`src/rtl/usb_pulpino_mailbox_if.sv`:
```
// Mailbox bus between the USB register block / PULPino GPIO and the mailbox core.
// slave  : mailbox side (takes data and toggles, returns FIFO status)
// master : sender/receiver side
interface usb_pulpino_mailbox_if #(
    parameter int unsigned pDATA_WIDTH = 8,
    parameter int unsigned pDEPTH      = 16
);
    localparam int unsigned pCNT_WIDTH = $clog2(pDEPTH) + 1;

    logic                   clear_i;

    logic [pDATA_WIDTH-1:0] u2p_wdata_i;
    logic                   u2p_wtoggle_i;
    logic                   u2p_rtoggle_i;
    logic [pDATA_WIDTH-1:0] u2p_rdata_o;
    logic                   u2p_valid_o;
    logic                   u2p_full_o;
    logic [pCNT_WIDTH-1:0]  u2p_count_o;

    logic [pDATA_WIDTH-1:0] p2u_wdata_i;
    logic                   p2u_wtoggle_i;
    logic                   p2u_rtoggle_i;
    logic [pDATA_WIDTH-1:0] p2u_rdata_o;
    logic                   p2u_valid_o;
    logic                   p2u_full_o;
    logic [pCNT_WIDTH-1:0]  p2u_count_o;

    logic [1:0]             overflow_o;
    logic [1:0]             underflow_o;
    logic                   irq_o;

    modport slave (
        input  clear_i,
        input  u2p_wdata_i, u2p_wtoggle_i, u2p_rtoggle_i,
        output u2p_rdata_o, u2p_valid_o, u2p_full_o, u2p_count_o,
        input  p2u_wdata_i, p2u_wtoggle_i, p2u_rtoggle_i,
        output p2u_rdata_o, p2u_valid_o, p2u_full_o, p2u_count_o,
        output overflow_o, underflow_o, irq_o
    );

    modport master (
        output clear_i,
        output u2p_wdata_i, u2p_wtoggle_i, u2p_rtoggle_i,
        input  u2p_rdata_o, u2p_valid_o, u2p_full_o, u2p_count_o,
        output p2u_wdata_i, p2u_wtoggle_i, p2u_rtoggle_i,
        input  p2u_rdata_o, p2u_valid_o, p2u_full_o, p2u_count_o,
        input  overflow_o, underflow_o, irq_o
    );
endinterface

```
`src/rtl/usb_pulpino_mailbox.sv`:
```
// Bidirectional toggle-handshake FIFO mailbox between USB registers and PULPino GPIO.
// Index 0 = USB->PULPino (u2p), index 1 = PULPino->USB (p2u); the directions never interact.
// Optional feature macro: MAILBOX_IRQ_EN (enables irq_o; otherwise irq_o is held at 0).
module usb_pulpino_mailbox #(
    parameter int unsigned pDATA_WIDTH = 8,
    parameter int unsigned pDEPTH      = 16,
    parameter int unsigned pIRQ_THRESH = 1
) (
    input  logic                   clk,
    input  logic                   reset_i,
    usb_pulpino_mailbox_if.slave   bus
);
    localparam int unsigned pCNT_WIDTH = $clog2(pDEPTH) + 1;
    localparam int unsigned PTR_W      = $clog2(pDEPTH);
    localparam int unsigned NDIR       = 2;

`ifdef MAILBOX_IRQ_EN
    localparam bit IRQ_EN = 1'b1;
`else
    localparam bit IRQ_EN = 1'b0;
`endif

    logic [NDIR-1:0]        wtog_i, rtog_i;
    logic [pDATA_WIDTH-1:0] wdata_i [NDIR];

    logic [NDIR-1:0]        wtog_q, rtog_q;
    logic [PTR_W-1:0]       wptr_q [NDIR];
    logic [PTR_W-1:0]       wptr_d [NDIR];
    logic [PTR_W-1:0]       rptr_q [NDIR];
    logic [PTR_W-1:0]       rptr_d [NDIR];
    logic [pCNT_WIDTH-1:0]  cnt_q  [NDIR];
    logic [pCNT_WIDTH-1:0]  cnt_d  [NDIR];
    logic [NDIR-1:0]        ovf_q, ovf_d;
    logic [NDIR-1:0]        unf_q, unf_d;
    logic                   irq_q, irq_d;
    logic [pDATA_WIDTH-1:0] mem_q  [NDIR][pDEPTH];

    logic [NDIR-1:0]        wev, rev, empty, full, push, pop;

    assign wtog_i     = {bus.p2u_wtoggle_i, bus.u2p_wtoggle_i};
    assign rtog_i     = {bus.p2u_rtoggle_i, bus.u2p_rtoggle_i};
    assign wdata_i[0] = bus.u2p_wdata_i;
    assign wdata_i[1] = bus.p2u_wdata_i;

    // Level change on a toggle input is one event; clear suppresses all events.
    assign wev = (wtog_i ^ wtog_q) & {NDIR{~bus.clear_i}};
    assign rev = (rtog_i ^ rtog_q) & {NDIR{~bus.clear_i}};

    // Occupancy flags per direction
    always_comb begin
        empty = '0;
        full  = '0;
        for (int d = 0; d < int'(NDIR); d++) begin
            empty[d] = (cnt_q[d] == '0);
            full[d]  = (cnt_q[d] == pCNT_WIDTH'(pDEPTH));
        end
    end

    // Accepted push/pop: a pop on a full FIFO frees the slot for a same-cycle push
    always_comb begin
        pop  = rev & ~empty;
        push = wev & (~full | pop);
    end

    // Next-state for pointers, counts, stickies and interrupt
    always_comb begin
        wptr_d = wptr_q;
        rptr_d = rptr_q;
        cnt_d  = cnt_q;
        ovf_d  = ovf_q;
        unf_d  = unf_q;
        for (int d = 0; d < int'(NDIR); d++) begin
            if (bus.clear_i) begin
                wptr_d[d] = '0;
                rptr_d[d] = '0;
                cnt_d[d]  = '0;
                ovf_d[d]  = 1'b0;
                unf_d[d]  = 1'b0;
            end else begin
                wptr_d[d] = wptr_q[d] + PTR_W'(push[d]);
                rptr_d[d] = rptr_q[d] + PTR_W'(pop[d]);
                cnt_d[d]  = cnt_q[d] + pCNT_WIDTH'(push[d]) - pCNT_WIDTH'(pop[d]);
                if (wev[d] && !push[d]) ovf_d[d] = 1'b1;
                if (rev[d] && empty[d]) unf_d[d] = 1'b1;
            end
        end
        irq_d = IRQ_EN & ((cnt_q[0] >= pCNT_WIDTH'(pIRQ_THRESH)) | ovf_q[0] | unf_q[1]);
    end

    // Control state with asynchronous reset
    always_ff @(posedge clk or posedge reset_i) begin
        if (reset_i) begin
            wtog_q <= '0;
            rtog_q <= '0;
            ovf_q  <= '0;
            unf_q  <= '0;
            irq_q  <= 1'b0;
            for (int d = 0; d < int'(NDIR); d++) begin
                wptr_q[d] <= '0;
                rptr_q[d] <= '0;
                cnt_q[d]  <= '0;
            end
        end else begin
            wtog_q <= wtog_i;
            rtog_q <= rtog_i;
            ovf_q  <= ovf_d;
            unf_q  <= unf_d;
            irq_q  <= irq_d;
            for (int d = 0; d < int'(NDIR); d++) begin
                wptr_q[d] <= wptr_d[d];
                rptr_q[d] <= rptr_d[d];
                cnt_q[d]  <= cnt_d[d];
            end
        end
    end

    // FIFO storage; contents are don't-care after reset
    always_ff @(posedge clk) begin
        for (int d = 0; d < int'(NDIR); d++) begin
            if (push[d]) mem_q[d][wptr_q[d]] <= wdata_i[d];
        end
    end

    assign bus.u2p_valid_o = ~empty[0];
    assign bus.u2p_full_o  = full[0];
    assign bus.u2p_count_o = cnt_q[0];
    assign bus.u2p_rdata_o = empty[0] ? '0 : mem_q[0][rptr_q[0]];

    assign bus.p2u_valid_o = ~empty[1];
    assign bus.p2u_full_o  = full[1];
    assign bus.p2u_count_o = cnt_q[1];
    assign bus.p2u_rdata_o = empty[1] ? '0 : mem_q[1][rptr_q[1]];

    assign bus.overflow_o  = ovf_q;
    assign bus.underflow_o = unf_q;
    assign bus.irq_o       = irq_q;
endmodule
```
`src/flat_wrapper.sv`:
```
// flat-port wrapper written by rule: the top's interface ports become plain ports
module usb_pulpino_mailbox_flat 
#(
    parameter int unsigned pDATA_WIDTH = 8,
    parameter int unsigned pDEPTH      = 16,
    parameter int unsigned pIRQ_THRESH = 1
)
  (clk, reset_i, bus_clear_i, bus_u2p_wdata_i, bus_u2p_wtoggle_i, bus_u2p_rtoggle_i, bus_u2p_rdata_o, bus_u2p_valid_o, bus_u2p_full_o, bus_u2p_count_o, bus_p2u_wdata_i, bus_p2u_wtoggle_i, bus_p2u_rtoggle_i, bus_p2u_rdata_o, bus_p2u_valid_o, bus_p2u_full_o, bus_p2u_count_o, bus_overflow_o, bus_underflow_o, bus_irq_o);
  usb_pulpino_mailbox_if #(.pDATA_WIDTH(pDATA_WIDTH), .pDEPTH(pDEPTH)) bus_i ();
  input  logic clk;
  input  logic reset_i;
  input wire logic [$bits(bus_i.clear_i)-1:0] bus_clear_i;
  input wire logic [$bits(bus_i.u2p_wdata_i)-1:0] bus_u2p_wdata_i;
  input wire logic [$bits(bus_i.u2p_wtoggle_i)-1:0] bus_u2p_wtoggle_i;
  input wire logic [$bits(bus_i.u2p_rtoggle_i)-1:0] bus_u2p_rtoggle_i;
  output wire logic [$bits(bus_i.u2p_rdata_o)-1:0] bus_u2p_rdata_o;
  output wire logic [$bits(bus_i.u2p_valid_o)-1:0] bus_u2p_valid_o;
  output wire logic [$bits(bus_i.u2p_full_o)-1:0] bus_u2p_full_o;
  output wire logic [$bits(bus_i.u2p_count_o)-1:0] bus_u2p_count_o;
  input wire logic [$bits(bus_i.p2u_wdata_i)-1:0] bus_p2u_wdata_i;
  input wire logic [$bits(bus_i.p2u_wtoggle_i)-1:0] bus_p2u_wtoggle_i;
  input wire logic [$bits(bus_i.p2u_rtoggle_i)-1:0] bus_p2u_rtoggle_i;
  output wire logic [$bits(bus_i.p2u_rdata_o)-1:0] bus_p2u_rdata_o;
  output wire logic [$bits(bus_i.p2u_valid_o)-1:0] bus_p2u_valid_o;
  output wire logic [$bits(bus_i.p2u_full_o)-1:0] bus_p2u_full_o;
  output wire logic [$bits(bus_i.p2u_count_o)-1:0] bus_p2u_count_o;
  output wire logic [$bits(bus_i.overflow_o)-1:0] bus_overflow_o;
  output wire logic [$bits(bus_i.underflow_o)-1:0] bus_underflow_o;
  output wire logic [$bits(bus_i.irq_o)-1:0] bus_irq_o;
  assign bus_i.clear_i = bus_clear_i;
  assign bus_i.u2p_wdata_i = bus_u2p_wdata_i;
  assign bus_i.u2p_wtoggle_i = bus_u2p_wtoggle_i;
  assign bus_i.u2p_rtoggle_i = bus_u2p_rtoggle_i;
  assign bus_u2p_rdata_o = bus_i.u2p_rdata_o;
  assign bus_u2p_valid_o = bus_i.u2p_valid_o;
  assign bus_u2p_full_o = bus_i.u2p_full_o;
  assign bus_u2p_count_o = bus_i.u2p_count_o;
  assign bus_i.p2u_wdata_i = bus_p2u_wdata_i;
  assign bus_i.p2u_wtoggle_i = bus_p2u_wtoggle_i;
  assign bus_i.p2u_rtoggle_i = bus_p2u_rtoggle_i;
  assign bus_p2u_rdata_o = bus_i.p2u_rdata_o;
  assign bus_p2u_valid_o = bus_i.p2u_valid_o;
  assign bus_p2u_full_o = bus_i.p2u_full_o;
  assign bus_p2u_count_o = bus_i.p2u_count_o;
  assign bus_overflow_o = bus_i.overflow_o;
  assign bus_underflow_o = bus_i.underflow_o;
  assign bus_irq_o = bus_i.irq_o;
  usb_pulpino_mailbox #(.pDATA_WIDTH(pDATA_WIDTH), .pDEPTH(pDEPTH), .pIRQ_THRESH(pIRQ_THRESH)) u_core (.clk(clk), .reset_i(reset_i), .bus(bus_i));
endmodule
```
`config.mk`:
```
export PLATFORM = sky130hd
export DESIGN_NAME = usb_pulpino_mailbox_flat
export DESIGN_NICKNAME = d
export VERILOG_FILES = /design/src/rtl/usb_pulpino_mailbox_if.sv /design/src/rtl/usb_pulpino_mailbox.sv /design/src/flat_wrapper.sv
export SDC_FILE = /design/constraint.sdc
export NUM_CORES = 1
export LEC_CHECK = 0
export CELL_PAD_IN_SITES_DETAIL_PLACEMENT = 0
export CELL_PAD_IN_SITES_GLOBAL_PLACEMENT = 1
export CORE_MARGIN = 1.5
export CORE_UTILIZATION = 52
export DETAILED_ROUTE_END_ITERATION = 7
export PLACE_DENSITY_LB_ADDON = 0.1
export SYNTH_ARGS = -nofsm -noshare
export SYNTH_HDL_FRONTEND = slang
export SYNTH_SLANG_ARGS = --single-unit
```
`constraint.sdc`:
```
create_clock -name clk -period 3.22 [get_ports clk]
set_clock_uncertainty 0.2 [all_clocks]
set_input_delay 0.805 -clock clk [delete_from_list [all_inputs] [get_ports clk]]
set_output_delay 0.805 -clock clk [all_outputs]
set_load 0.02 [all_outputs]
```
Word-level counts from Yosys, hierarchy flattened

Memories as Yosys holds them, arrays and structs flattened.
Cells that the tools add are included.

Flip-flop bits (word level): 34
Memory bits (writable): 256
Logic and storage cells: 89
Memories kept: 1

Memory list:

| memory       | words | bits a word | read ports | clocked after memory_dff | write ports | line                      | source |
|---|---|---|---|---|---|---|---|
| u_core.mem_q | 2     | 128         | 2          | 0                        | 2           | usb_pulpino_mailbox.sv:36 | `logic [pDATA_WIDTH-1:0] mem_q [NDIR][pDEPTH];` |

Add/sub/neg operators: 8
$lt $le $gt $ge: 6
Equality and inequality tests: 2
Multiplexer cells: 30
Bitwise logic cells: 16
Reduce and logical (&&, ||, !) cells: 14

Operators with widths:

| cell                                                        | count |
|---|---|
| 2-to-1 mux 128 bit                                          | 2 |
| binary-select mux 8 bit (select 4 bit)                      | 2 |
| demux 8 bit (select 4 bit)                                  | 2 |
| 2-to-1 mux 8 bit                                            | 8 |
| >= comparator 5 bit (second input constant)                 | 4 |
| NOT 4 -> 5 bit                                              | 4 |
| adder 4 x 1 -> 4 bit                                        | 4 |
| 2-to-1 mux 4 bit                                            | 4 |
| adder 5 x 1 -> 5 bit                                        | 2 |
| == test 5 bit (second input constant)                       | 2 |
| zero test 5 bit                                             | 2 |
| less-than comparator 5 x 1 -> 1 bit (second input constant) | 2 |
| 2-to-1 mux 1 bit                                            | 10 |
| 2-to-1 mux 5 bit                                            | 2 |
| subtractor 5 x 1 -> 5 bit                                   | 2 |
| AND 2 bit                                                   | 4 |
| nonzero test 2 bit                                          | 4 |
| logical AND 1 bit                                           | 6 |
| NOT 2 bit                                                   | 2 |
| XOR 2 bit                                                   | 2 |
| NOT 1 bit                                                   | 3 |
| zero test 1 bit                                             | 2 |
| bitwise OR 2 bit                                            | 1 |

Longest topological paths before layout

Depth in word-level cells: 9
Gate-level depth with buffers: 13
Mapped depth without buffers: 13

Least setup slack after synthesis

No wires, ideal clock.

Kind: in2reg
Start point: input port bus_clear_i
End point: register u_core.cnt_q, in the netlist u_core.bus.u2p_count_o[4]
Library setup time: 0.135 ns
Arrival: 2.758 ns
Slack: 0.127 ns
Stages on the path: 12
Cells stage by stage: clkbuf_1 clkbuf_1 nor3_1 ha_1 inv_1 ha_1 inv_1 fa_1 nor2b_1 o21bai_1 a21oi_1 nor3b_1

RTL lines:

| element                         | line                       | source |
|---|---|---|
| from (decl)                     | flat_wrapper.sv:12         | `input wire logic [$bits(bus_i.clear_i)-1:0] bus_clear_i;` |
| to (signal, indexed assignment) | usb_pulpino_mailbox.sv:112 | `cnt_q[d] <= cnt_d[d];` |
| to (decl)                       | usb_pulpino_mailbox.sv:31  | `logic [pCNT_WIDTH-1:0] cnt_q [NDIR];` |

Worst setup path in the final report

Start point: register u_core.rptr_q[4] in the netlist's numbering
End point: output port bus_u2p_rdata_o[0]

Longest elaborated chain between the ends: 5

Ends and longest elaborated chain:

| element                                              | line                       | source |
|---|---|---|
| from (decl)                                          | usb_pulpino_mailbox.sv:29  | `logic [PTR_W-1:0] rptr_q [NDIR];` |
| from (signal, indexed assignment)                    | usb_pulpino_mailbox.sv:111 | `rptr_q[d] <= rptr_d[d];` |
| NOT 4 -> 5 bit (not written as such)                 | usb_pulpino_mailbox.sv:127 | `assign bus.u2p_rdata_o = empty[0] ? '0 : mem_q[0][rptr_q[0]];` |
| binary-select mux 8 bit (select 4 bit)               | usb_pulpino_mailbox.sv:127 |  |
| 2-to-1 mux 8 bit (not written as such) (2 in series) | usb_pulpino_mailbox.sv:127 |  |
| 2-to-1 mux 8 bit                                     | usb_pulpino_mailbox.sv:127 |  |
| to (decl)                                            | flat_wrapper.sv:16         | `output wire logic [$bits(bus_i.u2p_rdata_o)-1:0] bus_u2p_rdata_o;` |

Every way passes these cells. The select of a mux whose other input is x is not followed.

==> run_results.csv <==
group,metric,value,unit
status,status,"finished, violations left",
status,violations,"design-rule violations, negative setup slack",
logic_synthesis,synth_ff_type,"edfxtp_1",
logic_synthesis,synth_area_leaders,"edfxtp_1 (65%), mux4_2 (12%), dfrtp_1 (7.2%)",
setup_path,critPathBufInv,3,
run,drv_cap,0,
drt,via_per_inst,5.676,
die,rows,54,
drt,routedWlPerCell,21.49,µm
sta,fin_ws,-64.54,ps
setup_path,critPathTopFamily,"multiplexers",
sta,period_minus_slack,3285,ps
drt,drt_iter0_markers,434,
final_layout,nets,793,
die,die_h,153.2,µm
sta,fmax,304.5,MHz
hold_path,hold_start,"u_core.bus.overflow_o[1]",
power_and_ir_drop,ir_drop,0.0004812,V
final_layout,regArea,8541,µm²
clock_tree,clockBufferDepth,3,
die,die-area,23480,µm²
final_layout,design_area,14190,µm²
hold_path,hold_path.class,"reg2reg",
drt,drc,1,
placed_design,gp_congestion,0.7893,
logic_synthesis,avgSynthCellArea,19.24,µm²
sta,relSlewSlack,57.23,%
setup_path,r2r_slack,300,ps
setup_path,cp-end-kind,"output port",
logic_synthesis,synth.distinct_cells,39,
logic_synthesis,ys_seq_area_share,72.74,%
drt,finalWirelength,22590,µm
sta,rsz0062_at_grt,"yes",
drt,dr_wl_met3,1173,µm
sta,min_period_over_period,102.0,%
final_layout,post-route-util,64.61,%
clock_tree,clk_latency,540,ps
global_route,grt_antenna_before_repair,0,
logic_synthesis,synth_edf_count,256,
placed_design,post-dp-hpwl,14370,µm
final_layout,drive_above_1_share,30.87,%
logic_synthesis,synth_top_area_share,65.49,%
logic_synthesis,synthArstFlopShare,11.72,%
setup_path,crit_slowest_cell,"mux4_2",
setup_path,startpoint,"u_core.rptr_q[4]",
setup_path,worstPathArrival,2280,ps
die,start_util,53.45,%
drt,drt_pass1_iterations,6,
drt,highest_layer,"met4",
setup_path,required,2210,ps
die,io_pins,58,
setup_path,worstSetupPathType,"reg2out",
final_layout,multiInputGateArea,3070,µm²
global_route,grt_pass1_vias,6316,
global_route,grt_max_degree,35,
sta,max_slew.worst_pin.slew,639.6,ps
clock_tree,path_clk_slew,60,ps
power_and_ir_drop,powerDensity,692.8,nW/µm²
logic_synthesis,yosys-top-cells-count,"edfxtp_1 (256), mux4_2 (64), nor2_1 (44)",
die,core-area,21960,µm²
clock_tree,cts_max_level,1,
logic_synthesis,synthCells,610,
final_layout,antenna_cells,0,
logic_synthesis,synth_area,11740,µm²
global_route,grt_util_all_layers,19.69,%
logic_synthesis,synth_warnings,0,
clock_tree,clockRootBuffer,"clkbuf_16",
setup_path,cp_max_fo,5,
final_layout,syn_to_final_growth,20.87,%
clock_tree,numCtsBuffers,29,
clock_tree,cts_hold_buf,0,
drt,vias,5966,
clock_tree,cts_sinks,290,
setup_path,timing.rr.start,"u_core.bus.u2p_count_o[2]",
sta,hold_violations,0,
setup_path,critPathMaxStageDelay,520,ps
logic_synthesis,yosysMostFrequentCell,"edfxtp_1",
drt,postRouteAntennaNets,0,
placed_design,dpl_cell_area,13000,µm²
power_and_ir_drop,p_leak,4.810,nW
logic_synthesis,yosysTopAreaCell,"edfxtp_1",
global_route,gr-total-overflow,0,
logic_synthesis,ys_ff_latch,290,
clock_tree,cts_tree,"yes",
final_layout,nFillCells,1475,
die,die_x,153.2,µm
setup_path,path_cells,"buf_6 > clkbuf_16 > mux4_2 > a22oi_2 > o21ai_1 > buf_4",
placed_design,portBuffers,56,
sta,setup_viol,6,
global_route,grt_pass1_wl,35520,µm
drt,wl_met1,10330,µm
setup_path,worst_setup_path_start_kind,"flip-flop",
logic_synthesis,syn-num-nets,654,
drt,met2WireLength,10640,µm
sta,slew_viol_final,0,
-- worst paths after layout --
path                                                  end  cells after the start
worst max-delay path                   bus_u2p_rdata_o[0]                      6
worst min-delay path             u_core.bus.overflow_o[1]                      2
worst max register to register  u_core.bus.u2p_count_o[4]                     15
worst min register to register   u_core.bus.overflow_o[1]                      2
max in group asynchronous                u_core.rptr_q[0]                      3
min in group asynchronous       u_core.bus.p2u_count_o[4]                      3
-- through the flow --
stage / std cells / hold WS [ps] / TNS [ps] / total power (W) / worst slack (ps)
after detailed placement: 983 / 292.4 / -376.6 / 0.006580 / -192.3
final: 1051 / 321.0 / -129.9 / 0.009829 / -64.54
after floorplan: 610 / 329.9 / 0 / 0.005762 / 127.2
after global placement: 983 / 288.0 / -55.49 / 0.006540 / -55.49
after global routing: 1051 / 353.1 / -1094 / 0.01024 / -135.1
after CTS: 1044 / 324.2 / -358.5 / 0.009802 / -51.02
-- where the power goes --
group | internal (W) | total [W] | switching, W
logic | 0.00120 | 0.00238 | 0.00118
registers | 0.00421 | 0.00431 | 0.000102
clock network | 0.00180 | 0.00314 | 0.00134
-- sequential cells by signal (all words and copies together) (netlist names) --
register,flops
u_core.mem_q,256
u_core.bus.underflow_o,2
u_core.rtog_q,2
u_core.bus.p2u_count_o,5
u_core.bus.u2p_count_o,5
u_core.wtog_q,2
u_core.wptr_q,8
u_core.rptr_q,8
u_core.bus.overflow_o,2
-- cell usage in the layout, fill, tap and decap left out, types with 8 or more instances in the layout --
| master | netlist | final |
|---|---|---|
| edfxtp_1 | 256 | 256 |
| buf_4 | 1 | 70 |
| mux4_2 | 64 | 64 |
| nor2_1 | 44 | 43 |
| clkdlybuf4s50_1 | 0 | 38 |
| dfrtp_1 | 34 | 32 |
| clkbuf_16 | 0 | 31 |
| ha_1 | 19 | 17 |
| inv_1 | 20 | 16 |
| o21ai_1 | 17 | 15 |
| nor2b_1 | 14 | 14 |
| a22oi_2 | 0 | 13 |
| nor3_1 | 12 | 11 |
| mux2i_1 | 16 | 11 |
| buf_2 | 9 | 10 |
| xnor2_1 | 9 | 9 |
| clkinv_1 | 0 | 9 |
| buf_12 | 4 | 9 |
| nand3_1 | 8 | 8 |
-- worst min-delay path, stage by stage, from the launching register on --
cell and delay, ps:
dfrtp_1 350, nor2_1 50, nor2_1 80
-- layer usage --
layer,up-vias,global-route usage (%)
li1,2697,-
met1,3087,29.35
met2,142,30.89
met3,40,3.005
met4,0,5.042
met5,-,0
-- final cells by class --
class,instances,share of cell area (%)
repair buffers,137,8.960
inverters,20,0.5291
flip-flops and latches,290,60.20
clock buffers,36,5.300
clock inverters,17,0.8995
well taps,280,2.469
multi-input cells,271,21.64
-- cells by family (layout without fill, tap and decap cells) --
kind of cell             Yosys count  count (layout)  synth area share, %
multiplexers                      80              80                13.64
XOR/XNOR                          16              16                1.194
AND/OR/NAND/NOR                  107             107                4.935
other                              1               1              0.03195
adder cells (fa/ha/maj)           21              21                2.367
flip-flops                       290             290                72.74
AO/OA/AOI/OAI                     46              46                2.580
buffers and inverters             49             210                2.505
-- what timing repair did --
| item | 4_1_cts | 5_1_grt |
|---|---|---|
| setup endpoints to repair | 17 | 17 |
| pin swaps | 6 | 10 |
| gates resized for setup | 101 | 17 |
| buffers inserted | 9 | 7 |
| cloned | 1 | 2 |
Power figures use the tool's default switching activity.
